$ cat config.mk
export PLATFORM = sky130hd
export DESIGN_NAME = cpu_wb_bridge
export DESIGN_NICKNAME = d
export VERILOG_FILES = /design/src/rtl/wb_pkg.sv /design/src/rtl/lsu_align.sv /design/src/rtl/cpu_wb_bridge.sv
export SDC_FILE = /design/constraint.sdc
export NUM_CORES = 1
export LEC_CHECK = 0
export ABC_AREA = 1
export ABC_CLOCK_PERIOD_IN_PS = 2240
export CAP_MARGIN = 20
export CORE_MARGIN = 2
export CORE_UTILIZATION = 40
export CTS_CLUSTER_SIZE = 25
export DETAILED_ROUTE_END_ITERATION = 10
export PLACE_DENSITY = 0.74
export SYNTH_ARGS = -nofsm -noshare
export SYNTH_HDL_FRONTEND = slang
export SYNTH_HIERARCHICAL = 1
export SYNTH_SLANG_ARGS = --single-unit
$ cat constraint.sdc
create_clock -name clk -period 2.24 [get_ports clk]
set_input_delay 0.448 -clock clk [delete_from_list [all_inputs] [get_ports clk]]
set_output_delay 0.448 -clock clk [all_outputs]
set_load 0.02 [all_outputs]
$ cat src/rtl/wb_pkg.sv
// Shared definitions for the CPU-to-Wishbone load/store bridge.
//   state_t        : bridge FSM states
//   F3_*           : RISC-V load/store width codes
//   ADDR_W/DATA_W/SEL_W : bus widths
//   funct3_legal() : width code is valid for the access direction
package wb_pkg;

    localparam int ADDR_W = 32;
    localparam int DATA_W = 32;
    localparam int SEL_W  = 4;

    typedef enum logic [1:0] {
        ST_IDLE = 2'd0,
        ST_BUS  = 2'd1,
        ST_RESP = 2'd2
    } state_t;

    localparam logic [2:0] F3_LB  = 3'd0;
    localparam logic [2:0] F3_LH  = 3'd1;
    localparam logic [2:0] F3_LW  = 3'd2;
    localparam logic [2:0] F3_LBU = 3'd4;
    localparam logic [2:0] F3_LHU = 3'd5;
    localparam logic [2:0] F3_SB  = 3'd0;
    localparam logic [2:0] F3_SH  = 3'd1;
    localparam logic [2:0] F3_SW  = 3'd2;

    // Stores only have SB/SH/SW; loads have no codes 3, 6 or 7.
    function automatic logic funct3_legal(input logic we, input logic [2:0] f3);
        if (we)
            return (f3 < 3'd3);
        else
            return !((f3 == 3'd3) || (f3 == 3'd6) || (f3 == 3'd7));
    endfunction

endpackage

$ cat src/rtl/lsu_align.sv
// Combinational byte-lane logic for the bridge.
//   funct3    in  width code (bit 2 = unsigned load)
//   offset    in  addr[1:0]
//   wdata     in  right-aligned store data
//   bus_rdata in  raw Wishbone read word
//   sel       out byte lane selects
//   bus_wdata out store data replicated across lanes
//   rdata     out addressed lane, sign/zero extended
//   misalign  out access not naturally aligned
module lsu_align
    import wb_pkg::*;
(
    input  logic [2:0]        funct3,
    input  logic [1:0]        offset,
    input  logic [DATA_W-1:0] wdata,
    input  logic [DATA_W-1:0] bus_rdata,
    output logic [SEL_W-1:0]  sel,
    output logic [DATA_W-1:0] bus_wdata,
    output logic [DATA_W-1:0] rdata,
    output logic              misalign
);

    logic [DATA_W-1:0] shifted;

    // Addressed lane moved down to bit 0.
    assign shifted = bus_rdata >> {offset, 3'b000};

    always_comb begin
        sel       = 4'b1111;
        bus_wdata = wdata;
        rdata     = bus_rdata;
        misalign  = 1'b0;
        case (funct3[1:0])
            2'b00: begin
                sel       = 4'b0001 << offset;
                bus_wdata = {4{wdata[7:0]}};
                rdata     = funct3[2] ? {24'd0, shifted[7:0]}
                                      : {{24{shifted[7]}}, shifted[7:0]};
            end
            2'b01: begin
                sel       = 4'b0011 << offset;
                bus_wdata = {2{wdata[15:0]}};
                rdata     = funct3[2] ? {16'd0, shifted[15:0]}
                                      : {{16{shifted[15]}}, shifted[15:0]};
                misalign  = offset[0];
            end
            default: begin
                misalign  = |offset;
            end
        endcase
    end

endmodule

$ cat src/rtl/cpu_wb_bridge.sv
// Single-outstanding CPU load/store to Wishbone B4 classic bridge.
//   clk, reset (async, active low)
//   req/we/funct3/addr/wdata : CPU request, sampled in IDLE only
//   rdata/done/err           : registered completion (done/err one cycle)
//   wb_*                     : Wishbone master port, all outputs registered
// Build option: define CPU_WB_BRIDGE_TIMEOUT_EN to abort a bus cycle after
// TIMEOUT_CYCLES cycles without ack/err; otherwise the bus waits forever.
//
// state   | meaning
// --------+--------------------------------------------------
// IDLE    | waiting for req
// BUS     | cyc/stb high, waiting for ack/err (or timeout)
// RESP    | done pulse, err for slave error/timeout/illegal
module cpu_wb_bridge
    import wb_pkg::*;
#(
    parameter int unsigned TIMEOUT_CYCLES = 255
) (
    input  logic              clk,
    input  logic              reset,
    input  logic              req,
    input  logic              we,
    input  logic [2:0]        funct3,
    input  logic [ADDR_W-1:0] addr,
    input  logic [DATA_W-1:0] wdata,
    output logic [DATA_W-1:0] rdata,
    output logic              done,
    output logic              err,
    output logic              wb_cyc_o,
    output logic              wb_stb_o,
    output logic              wb_we_o,
    output logic [ADDR_W-1:0] wb_adr_o,
    output logic [DATA_W-1:0] wb_dat_o,
    output logic [SEL_W-1:0]  wb_sel_o,
    input  logic [DATA_W-1:0] wb_dat_i,
    input  logic              wb_ack_i,
    input  logic              wb_err_i
);

    state_t            state_q, state_d;
    logic [2:0]        funct3_q;
    logic [1:0]        off_q;

    logic [2:0]        al_funct3;
    logic [1:0]        al_off;
    logic [SEL_W-1:0]  al_sel;
    logic [DATA_W-1:0] al_wdat, al_rdat;
    logic              al_misalign;

    logic              req_ok, bus_end, timeout;

    logic              cyc_d, we_d, done_d, err_d;
    logic [ADDR_W-1:0] adr_d;
    logic [SEL_W-1:0]  sel_d;
    logic [DATA_W-1:0] dat_d, rdata_d;

    // One aligner serves both phases: live request in IDLE, latched
    // request while reading the slave data in BUS.
    assign al_funct3 = (state_q == ST_IDLE) ? funct3 : funct3_q;
    assign al_off    = (state_q == ST_IDLE) ? addr[1:0] : off_q;

    lsu_align u_align (
        .funct3    (al_funct3),
        .offset    (al_off),
        .wdata     (wdata),
        .bus_rdata (wb_dat_i),
        .sel       (al_sel),
        .bus_wdata (al_wdat),
        .rdata     (al_rdat),
        .misalign  (al_misalign)
    );

    assign req_ok  = funct3_legal(we, funct3) && !al_misalign;
    assign bus_end = wb_ack_i || wb_err_i || timeout;

`ifdef CPU_WB_BRIDGE_TIMEOUT_EN
    logic [7:0] tmo_cnt_q;

    // Counter holds the number of BUS cycles already completed.
    assign timeout = (tmo_cnt_q == 8'(TIMEOUT_CYCLES - 1));

    always_ff @(posedge clk or negedge reset) begin
        if (!reset)
            tmo_cnt_q <= 8'd0;
        else if (state_q == ST_BUS)
            tmo_cnt_q <= tmo_cnt_q + 8'd1;
        else
            tmo_cnt_q <= 8'd0;
    end
`else
    // No timeout hardware; the parameter is referenced only so both
    // builds share one interface.
    assign timeout = 1'b0 && (TIMEOUT_CYCLES != 0);
`endif

    always_ff @(posedge clk or negedge reset) begin
        if (!reset) begin
            state_q  <= ST_IDLE;
            funct3_q <= '0;
            off_q    <= '0;
            wb_cyc_o <= 1'b0;
            wb_stb_o <= 1'b0;
            wb_we_o  <= 1'b0;
            wb_adr_o <= '0;
            wb_sel_o <= '0;
            wb_dat_o <= '0;
            done     <= 1'b0;
            err      <= 1'b0;
            rdata    <= '0;
        end else begin
            state_q  <= state_d;
            wb_cyc_o <= cyc_d;
            wb_stb_o <= cyc_d;
            wb_we_o  <= we_d;
            wb_adr_o <= adr_d;
            wb_sel_o <= sel_d;
            wb_dat_o <= dat_d;
            done     <= done_d;
            err      <= err_d;
            rdata    <= rdata_d;
            if (state_q == ST_IDLE && req) begin
                funct3_q <= funct3;
                off_q    <= addr[1:0];
            end
        end
    end

    always_comb begin
        state_d = state_q;
        case (state_q)
            ST_IDLE: if (req) state_d = req_ok ? ST_BUS : ST_RESP;
            ST_BUS:  if (bus_end) state_d = ST_RESP;
            default: state_d = ST_IDLE;
        endcase
    end

    always_comb begin
        cyc_d   = wb_cyc_o;
        we_d    = wb_we_o;
        adr_d   = wb_adr_o;
        sel_d   = wb_sel_o;
        dat_d   = wb_dat_o;
        done_d  = 1'b0;
        err_d   = 1'b0;
        rdata_d = rdata;
        case (state_q)
            ST_IDLE: begin
                if (req) begin
                    if (req_ok) begin
                        cyc_d = 1'b1;
                        we_d  = we;
                        adr_d = {addr[ADDR_W-1:2], 2'b00};
                        sel_d = al_sel;
                        dat_d = al_wdat;
                    end else begin
                        done_d  = 1'b1;
                        err_d   = 1'b1;
                        rdata_d = '0;
                    end
                end
            end
            ST_BUS: begin
                if (bus_end) begin
                    cyc_d  = 1'b0;
                    we_d   = 1'b0;
                    adr_d  = '0;
                    sel_d  = '0;
                    dat_d  = '0;
                    done_d = 1'b1;
                    // err wins over ack; no ack at all means timeout.
                    err_d   = wb_err_i || !wb_ack_i;
                    rdata_d = (wb_ack_i && !wb_err_i && !wb_we_o) ? al_rdat : '0;
                end
            end
            default: ;
        endcase
    end

endmodule

==> results.sh, run 1 <==
export IMPL_viasPerCell=5.05
export IMPL_grt_pass1_wl_um=26900
export IMPL_pwr_share_comb=0.559
export IMPL_wl_met3_um=1360
export IMPL_antenna_left=0
export IMPL_ctsRootBufferMaster="clkbuf_16"
export IMPL_cp_start_kind="register"
export IMPL_clock_sinks=109
export IMPL_highest_layer="met4"
export IMPL_netlist_area_leader_share=0.491
export IMPL_avgSynthCellArea_um2=7.50
export IMPL_peakVddDrop_mv=0.594
export IMPL_wire_per_inst_um=15.6
export IMPL_yosysWarnings=6
export IMPL_rows=43
export IMPL_rsz0062_at_grt="no"
export IMPL_synth_area_leaders="dfrtp_1, nand2_1, nand3_1, o21ai_0, buf_2"
export IMPL_final_setup_skew_ns=0.00532
export IMPL_synthAdderAreaFrac=0
export IMPL_drt_wl_total_um=17500
export IMPL_wl_met1_um=7390
export IMPL_path_clk_slew_ns=0.07
export IMPL_min_period_ns=2.09
export IMPL_cts_tree="yes"
export IMPL_finalNetCount=1046
export IMPL_die_h_um=122
export IMPL_slew_violations=0
export IMPL_seq_area_frac_synth=0.491
export IMPL_hold_viol_final=0
export IMPL_yosys_area_top_type="dfrtp_1"
export IMPL_muxShareOfSynthArea=0
export IMPL_grt_pass1_vias=5216
export IMPL_run_status="finished clean"
export IMPL_wl_met2_um=8550
export IMPL_critPathCaptureType="register"
export IMPL_synth_seq_cells=109
export IMPL_netlist_instances=741
export IMPL_critical_path_class="register to register"
export IMPL_power_frac_clock=0.165
export IMPL_synth_ff_type="dfrtp_1"
export IMPL_htree_levels=3
export IMPL_seqPwrFrac=0.276
export IMPL_die_area_um2=14900
export IMPL_grt_usage=0.234
export IMPL_p_sw_mw=4.55
export IMPL_cts_buffer_depth=2
export IMPL_finalSetupViolations=0
export IMPL_grt_overflow=0
export IMPL_antenna_diode_count=0
export IMPL_antenna_found_initial=0
export IMPL_initial_core_util=0.405
export IMPL_fp_dieW_um=122
export IMPL_yosysMostFrequentCell="nand2_1"
export IMPL_area_growth_pct=49.9
export IMPL_switching_share=0.418
export IMPL_synth_edff_count=0
export IMPL_max_cap_violations=0
export IMPL_crit_fanout=12
export IMPL_dp_hpwl_um=12500
export IMPL_stdcell_area_um2=8330
export IMPL_vias=5677
export IMPL_core_um2=13700
export IMPL_period_share=0.933
export IMPL_synth_compound_area_frac=0.0495
export IMPL_insertion_delay_ns=0.35
export IMPL_drive_above_1_share=0.0762
export IMPL_p_leak_nw=4.15
export IMPL_timing_final_ws_setup_ns=0.149
export IMPL_synth_distinct_cells=24
export IMPL_numCtsBuffers=9
export IMPL_internal_power_mw=6.33
export IMPL_yosys_area_share_simple=0.379
export IMPL_numPortBuffers=207
export IMPL_synth_common_cells="nand2_1, nand3_1, dfrtp_1"
export IMPL_dr_first_iter_drc_count=474
export IMPL_rrSetupSlack_ns=0.15
export IMPL_synth_xor_area_share=0
export IMPL_power_density_nw_per_um2=1310
export IMPL_grt_max_degree=70
export IMPL_fin_util=0.607
export IMPL_pin_count=210
export IMPL_dp_slack_ns=-0.0894
export IMPL_worst_ep_required_time_ns=2.48
export IMPL_worst_hold_path_type="input pin to asynchronous set/reset pin"
export IMPL_fmax_mhz=478
export IMPL_hold_buffers=0
export IMPL_place_congestion=0.921
export IMPL_drcViolationCount=0
export IMPL_synth_area_um2=5560
export IMPL_placed_cell_area_um2=8000
export IMPL_first_pass_iters=4
export IMPL_synth_top_family_by_area="simple AND/OR/NAND/NOR gates"
export IMPL_async_flop_share=1.00
export IMPL_crit_arrival_ns=2.33
-- layout make-up --
type / count / area (um2)
sequential: 109 / 2730
fill: 1241 / 5390
timing repair buffer: 247 / 2520
tap: 180 / 225
clock inverter: 4 / 97.6
inverter: 27 / 101
clock buffer: 11 / 233
multi-input combinational: 547 / 2430
-- layer usage --
metal / vias up / GRT usage
met3: 20 / 0.0454
met4: 0 / 0.0668
met5: - / 0
li1: 2768 / -
met2: 223 / 0.388
met1: 2666 / 0.311
-- path summary, 6_finish.rpt --
path | from | end | cells past startpoint
max | state_q[0] | rdata[24] | 13
min | reset | wb_dat_o[10] | 1
max reg2reg | state_q[0] | rdata[24] | 13
min reg2reg | wb_adr_o[9] | wb_adr_o[9] | 2
max in group asynchronous | reset | wb_adr_o[14] | 2
min in group clk | wb_adr_o[9] | wb_adr_o[9] | 2
-- cell usage in the layout (no fill, tap or decap) --
cell	n
nand2_1	331
clkdlybuf4s50_1	206
nand3_1	138
dfrtp_1	109
buf_4	29
o21ai_0	26
inv_1	24
nor2_1	13
buf_12	12
clkbuf_16	9
a21oi_1	8
o211ai_1	8
nand3_2	5
nor2_2	4
o21ai_1	3
inv_2	3
bufinv_16	3
o21ai_4	2
conb_1	2
clkbuf_1	2
nor2_4	1
nor3_4	1
o31ai_1	1
clkinvlp_4	1
a31oi_1	1
nor2_8	1
nand3_4	1
o22ai_1	1
-- worst max-delay path: stages, from the launching register on --
cell	delay [ns]
dfrtp_1	0.38
nor2_1	0.13
buf_4	0.20
nand2_1	0.06
o21ai_1	0.18
buf_4	0.26
nand2_1	0.08
nand3_2	0.08
nand2_1	0.07
nand3_2	0.09
buf_4	0.17
nand3_1	0.12
nand2_1	0.10
nand2_1	0.05
-- kinds of logic (layout without fill, tap and decap cells) --
family	count (synthesis)	count (layout)
compound gates	50	50
flops	109	109
simple gates	495	495
buf+inv	86	289
other cells	1	2
-- through the flow --
step           instances  total power [mW]  hold slack [ns]  TNS [ns]
2_1_floorplan        742              6.34            0.152         0
4_1_cts             1125              10.9           0.0611         0
5_1_grt             1125              11.6           0.0759         0
3_5_place_dp        1110              9.10            0.437     -3.12
6_report            1125              10.9           0.0507         0
3_3_place_gp        1110              9.01            0.434     -2.10
-- power groups by stage --
| stage | registers (mW) | logic (mW) | clock network, mW |
|---|---|---|---|
| after global placement | 3.02 | 5.99 | 0 |
| after detailed placement | 3.05 | 6.05 | 0 |
| after CTS | 3.01 | 6.08 | 1.84 |
| after floorplan | 3.78 | 2.56 | 0 |
| after global routing | 3.08 | 6.60 | 1.92 |
| final | 3.00 | 6.08 | 1.80 |
-- timing repair --
action,4_1_cts,5_1_grt
gates resized for setup,0,2
endpoints found under the setup margin,0,39
setup buffers,0,0
-- sequential cells by signal (all words and copies together), names as in the netlist --
name	flops
wb_sel_o	4
wb_we_o	1
state_q	2
wb_stb_o	1
done	1
wb_adr_o	30
err	1
funct3_q	3
wb_dat_o	32
off_q	2
rdata	32
Power figures use the tool's default switching activity.
==> inputs of run 2 (changes only) <==
- ABC_CLOCK_PERIOD_IN_PS: 2240 -> 2000
- CORE_UTILIZATION: 40 -> 45
- PLACE_DENSITY: 0.74 -> 0.78
- clock period: 2.24 -> 2 ns (I/O delays scaled with it)
==> results.sh, run 2 (synthesis gave the netlist of run 1 again) <==
export IMPL_path_clk_slew_ns=0.07
export IMPL_tns_ns=0
export IMPL_cts_buffer_depth=2
export IMPL_r2r_end="rdata[6]"
export IMPL_critPathCaptureType="register"
export IMPL_period_share=0.960
export IMPL_place_congestion=0.937
export IMPL_hold_viol_final=5
export IMPL_numPortBuffers=207
export IMPL_cp_start_kind="register"
export IMPL_power_density_nw_per_um2=1460
export IMPL_run_status="finished with violations"
export IMPL_max_cap_violations=0
export IMPL_cp_slowest_cell="dfrtp_1"
export IMPL_finalNetCount=1057
export IMPL_timing_final_ws_setup_ns=0.0793
export IMPL_initial_core_util=0.463
export IMPL_drcViolationCount=0
export IMPL_rr_startpoint="state_q[1]"
export IMPL_numCtsBuffers=9
export IMPL_grt_pass1_vias=5401
export IMPL_clock_sinks=109
export IMPL_final_common_cell="nand2_1"
export IMPL_dr_first_iter_drc_count=391
export IMPL_p_leak_nw=4.20
export IMPL_core_um2=12000
export IMPL_worst_ep_required_time_ns=2.24
export IMPL_crit_top_cell="nand2_1"
export IMPL_antenna_found_initial=0
export IMPL_grt_max_degree=57
export IMPL_hold_buffers=0
export IMPL_first_pass_iters=5
export IMPL_crit_fanout=9
export IMPL_viasPerCell=5.27
export IMPL_fp_dieW_um=115
export IMPL_peakVddDrop_mv=0.783
export IMPL_finalSetupViolations=0
export IMPL_wire_per_inst_um=16.4
export IMPL_reg2reg_depth=12
export IMPL_final_cell_mix="nand2_1, clkdlybuf4s50_1, nand3_1, dfrtp_1, buf_4"
export IMPL_violations="hold timing"
export IMPL_multi_input_area_um2=2450
export IMPL_insertion_delay_ns=0.35
export IMPL_rows=40
export IMPL_grt_pass1_wl_um=27600
export IMPL_htree_levels=3
export IMPL_grt_usage=0.267
export IMPL_final_setup_skew_ns=0.00840
export IMPL_crit_arrival_ns=2.16
export IMPL_rrSetupSlack_ns=0.08
export IMPL_dp_slack_ns=-0.157
export IMPL_slowest_delay_ns=0.39
export IMPL_vias=5822
export IMPL_reg_top3="rdata: 32 flops, wb_dat_o: 32 flops, wb_adr_o: 30 flops"
export IMPL_slew_violations=0
export IMPL_nFillCells=1000
export IMPL_die_h_um=115
export IMPL_area_growth_pct=50.5
export IMPL_drt_wl_total_um=18100
export IMPL_register_area_um2=2730
export IMPL_ctsRootBufferMaster="clkbuf_16"
export IMPL_fin_hold_ws_ns=-0.00260
export IMPL_grt_overflow=0
export IMPL_pin_count=210
export IMPL_antenna_diode_count=0
export IMPL_antenna_left=0
export IMPL_fmax_mhz=521
export IMPL_worstPathCellList="nor2_2 > buf_6 > nand2_1 > o21ai_2 > inv_2 > buf_4 > nor2_8 > inv_1 > o21ai_0 > a21oi_1 > nand2_1 > nand2_1"
export IMPL_fin_util=0.696
export IMPL_placedCellCount=1080
export IMPL_critical_path_class="register to register"
export IMPL_dp_hpwl_um=12800
export IMPL_worst_hold_path_type="input pin to asynchronous set/reset pin"
export IMPL_min_period_ns=1.92
export IMPL_cts_tree="yes"
export IMPL_drive_above_1_share=0.0972
export IMPL_final_cell_count_no_fill=1104
export IMPL_power_mw=12.2
export IMPL_die_area_um2=13300
[run 2: cell count changes in the layout (fill, tap and decap cells not counted), moves of 2 or more]
cell / previous run / this run
buf_4: 29 / 39
buf_12: 12 / 8
buf_6: 0 / 3
o21ai_0: 26 / 24
o21ai_2: 0 / 3
bufinv_16: 3 / 1
clkbuf_8: 0 / 2
[run 2: worst max path at each step]
| stage | end | cells after the start | startpoint |
|---|---|---|---|
| final | rdata[6] | 12 | state_q[1] |
| after global placement | rdata[10] | 12 | addr[0] |
| after CTS | rdata[27] | 11 | state_q[1] |
| after detailed placement | rdata[21] | 10 | funct3[0] |
| after floorplan | wb_sel_o[1] | 14 | state_q[1] |
| after global routing | wb_dat_o[7] | 12 | state_q[0] |
[run 2: layout make-up]
type                       count  share of cell area
inverter                      27              0.0121
sequential                   109               0.326
timing repair buffer         258               0.309
tap                          147              0.0220
clock buffer                  12              0.0307
multi-input combinational    547               0.293
clock inverter                 4             0.00658
[run 2: timing repair]
item                                    4_1_cts  5_1_grt
endpoints found under the setup margin        0      100
setup buffers                                 0        6
resized for setup                             0       12
[run 2: report_power, final]
part	internal (mW)	total (mW)	switching [mW]
combinational	3.01	6.99	3.98
sequential	2.97	3.38	0.407
clock	1.05	1.86	0.815
total	7.03	12.2	5.21
[run 2: critical path: cells and delay by family (launching register included)]
family,cells,cell delay [ns]
compound gates,3,0.48
buf+inv,4,0.55
simple gates,5,0.40
flops,1,0.39
[run 2: routing by layer]
layer	global-route usage	vias up	part of all wire	wire length [um]
li1	-	2782	-	-
met1	0.347	2733	0.41	7430
met5	0	-	0	0
met2	0.449	273	0.48	8790
met4	0.0932	0	0.024	440
met3	0.0485	34	0.081	1470
[run 2: metrics by stage]
step	area [um2]	hold WS [ns]
final	8370	-0.00260
after global routing	8370	0.0170
after CTS	8250	0.0135
after detailed placement	7940	0.386
after global placement	7940	0.381
after floorplan	5610	0.104
==> inputs of run 3 (changes only) <==
- CTS_CLUSTER_SIZE: 25 -> 40
==> results of run 3 <==
No change in the layout: final DEF, timing and power equal those of run 2.
==> edit, RTL diff (flow settings as in run 2) <==
Remove the register `err`: a continuous assignment takes its place, so the output `err` follows one clock earlier. Comments in the files are not updated.
--- a/src/rtl/cpu_wb_bridge.sv
+++ b/src/rtl/cpu_wb_bridge.sv
@@ -106,5 +106,4 @@
             wb_dat_o <= '0;
             done     <= 1'b0;
-            err      <= 1'b0;
             rdata    <= '0;
         end else begin
@@ -117,5 +116,4 @@
             wb_dat_o <= dat_d;
             done     <= done_d;
-            err      <= err_d;
             rdata    <= rdata_d;
             if (state_q == ST_IDLE && req) begin
@@ -125,4 +123,6 @@
         end
     end
+
+    assign err = err_d;
 
     always_comb begin
Function: changed (Yosys sat finds a counterexample within 4 cycles, from zero or initial values and one cycle with reset low).
==> edit against run 2 <==
  * The run ends with hold timing, setup timing left
  * Design area is 5.4% higher
  * Sequential cell count is 1 lower
  * Hold slack worse by 10 ps
  * Critical path depth is 2 lower
  * Count of clock-buffer cells in the layout is 1 lower
  * Clock power is 4% lower
  * Synthesized area is 0.45% lower
  * Synthesized cell count is 0.13% lower
  * Die area is 0.43% lower
  * Non-clock buffer count is 9 higher
  * Routed wire length is 5.3% higher
  * Total power is 3.9% higher
  * Worst setup slack worse by 380 ps
==> edit: results (changes against run 2) <==
Routing
  – DRT iter0 DRCs: 529 (+35%)
  – WL/cell: 17.16 microns (+4.5%)
  – Total wire length: 19080 microns (+5.3%)
  – Initial DRT Pass Iterations: 7 (+2)
  – Drt via density: 5.355 (+1.5%)

Worst setup path
  – Reg-to-reg slack, setup: -120 ps (-200 ps)
  – R2R depth: 13 (+1)
  – CP arrival: 1900 ps (-260 ps)
  – CP max FO: 5 (-4)

Status
  – Status: finished, violations left
  – Failing checks: hold timing, setup timing

STA
  – Setup TNS Final: -1271 ps (-1271 ps)
  – Final setup vio count: 33 (+33)
  – Worst clock skew: 6.186 ps (-2.213 ps)
  – Final worst setup slack: -295.9 ps (-375.3 ps)
  – Final hold violation count: 5 (unchanged)
  – WHS: -12.73 ps (-10.13 ps)

Clock network
  – Clock buffer depth: 2 (unchanged)
  – TritonCTS Buffers: 9 (unchanged)

GRT
  – Vias in the first global route: 5372 (-0.54%)
  – Largest net degree at the start of global routing: 75 (+32%)
  – Overall routing resource usage: 26.54% (-0.12 points)
  – Global-route wire length before repair: 27410 microns (-0.63%)

Yosys
  – Synth Instances: 740 (-0.13%)
  – Post-synthesis sequential area ratio: 48.84% (-0.23 points)
  – Synth top cells by count: nand2_1, nand3_1, dfrtp_1
  – Top post-synthesis cells by area: dfrtp_1, nand2_1, nand3_1

Place
  – Place WS: -663.6 ps (-506.3 ps)
  – RD Place Congestion: 0.8925 (-4.8%)
  – Post-DP HPWL: 12400 microns (-2.7%)
  – Post-DP Area: 7953 sq um (+0.19%)

Finish
  – Total Nets Final: 1065 (+0.76%)
  – Fraction of layout cells with a size suffix above 1: 13.89% (+4.2 points)
  – Fillcell total: 910 (-9.0%)

Power and ir drop
  – LEAKAGE: 4.381 nW (+4.4%)
## edit: cell types whose count changed after synthesis
| cell | delta |
|---|---|
| dfrtp_1 | -1 |
## edit: worst paths after layout
path,end,from
max,err,state_q[1]$_DFFE_PN0P_
min,wb_dat_o[18]$_DFFE_PN0P_,reset
max reg2reg,rdata[14]$_DFFE_PN0P_,state_q[1]$_DFFE_PN0P_
min reg2reg,wb_adr_o[11]$_DFFE_PN0P_,wb_adr_o[11]$_DFFE_PN0P_
max in group asynchronous,wb_dat_o[0]$_DFFE_PN0P_,reset
min in group clk,wb_adr_o[11]$_DFFE_PN0P_,wb_adr_o[11]$_DFFE_PN0P_
## edit: repair_timing
item,4_1_cts,5_1_grt
resized for setup,18,46
endpoints found under the setup margin,31,103
buffers inserted,4,3
gates cloned,2,13
pin swaps,3,11
## edit: worst max-delay path: cells and delay by family (launching register included)
kind	cells	cell delay [ps]
AND/OR/NAND/NOR	4	480
buffers and inverters	2	300
flip-flops	1	390
AO/OA/AOI/OAI	4	390
## edit: routing by layer
metal / routed length, microns / part of all wire [%] / GRT usage [%] / vias to the layer above
met5: 0 / 0 / 0 / -
met4: 350 / 1.8 / 8.514 / 0
met3: 1600 / 8.4 / 5.061 / 33
met2: 9488 / 50 / 43.96 / 310
met1: 7638 / 40 / 35.38 / 2790
li1: - / - / - / 2822
## edit: final cells by class
cell class | count | share of cell area, %
clock buffers | 11 | 2.640
clock inverters | 5 | 0.6954
multi-input cells | 547 | 29.53
well taps | 147 | 2.086
flip-flops and latches | 108 | 30.66
inverters | 27 | 1.150
repair buffers | 267 | 33.24
## edit: logic make-up after synthesis
| kind of cell | Yosys count | synth area share, % |
|---|---|---|
| simple gates | 495 | 38.10 |
| flops | 108 | 48.84 |
| buf+inv | 86 | 8.026 |
| compound gates | 50 | 4.974 |
| other cells | 1 | 0.06776 |
## edit: metrics by stage
step                      power, mW  utilization [%]
after floorplan               7.197                -
after global placement        9.970            66.21
after detailed placement      10.09            66.21
after CTS                     12.06            69.41
after global routing          13.54            73.40
final                         12.72            73.40
## edit: power by group
part	internal [mW]	leakage (nW)	total [mW]	switching [mW]
registers	2.94	1.42	3.35	0.410
clock network	0.980	0.144	1.78	0.805
logic	3.36	2.81	7.58	4.22
total	7.28	4.38	12.7	5.44
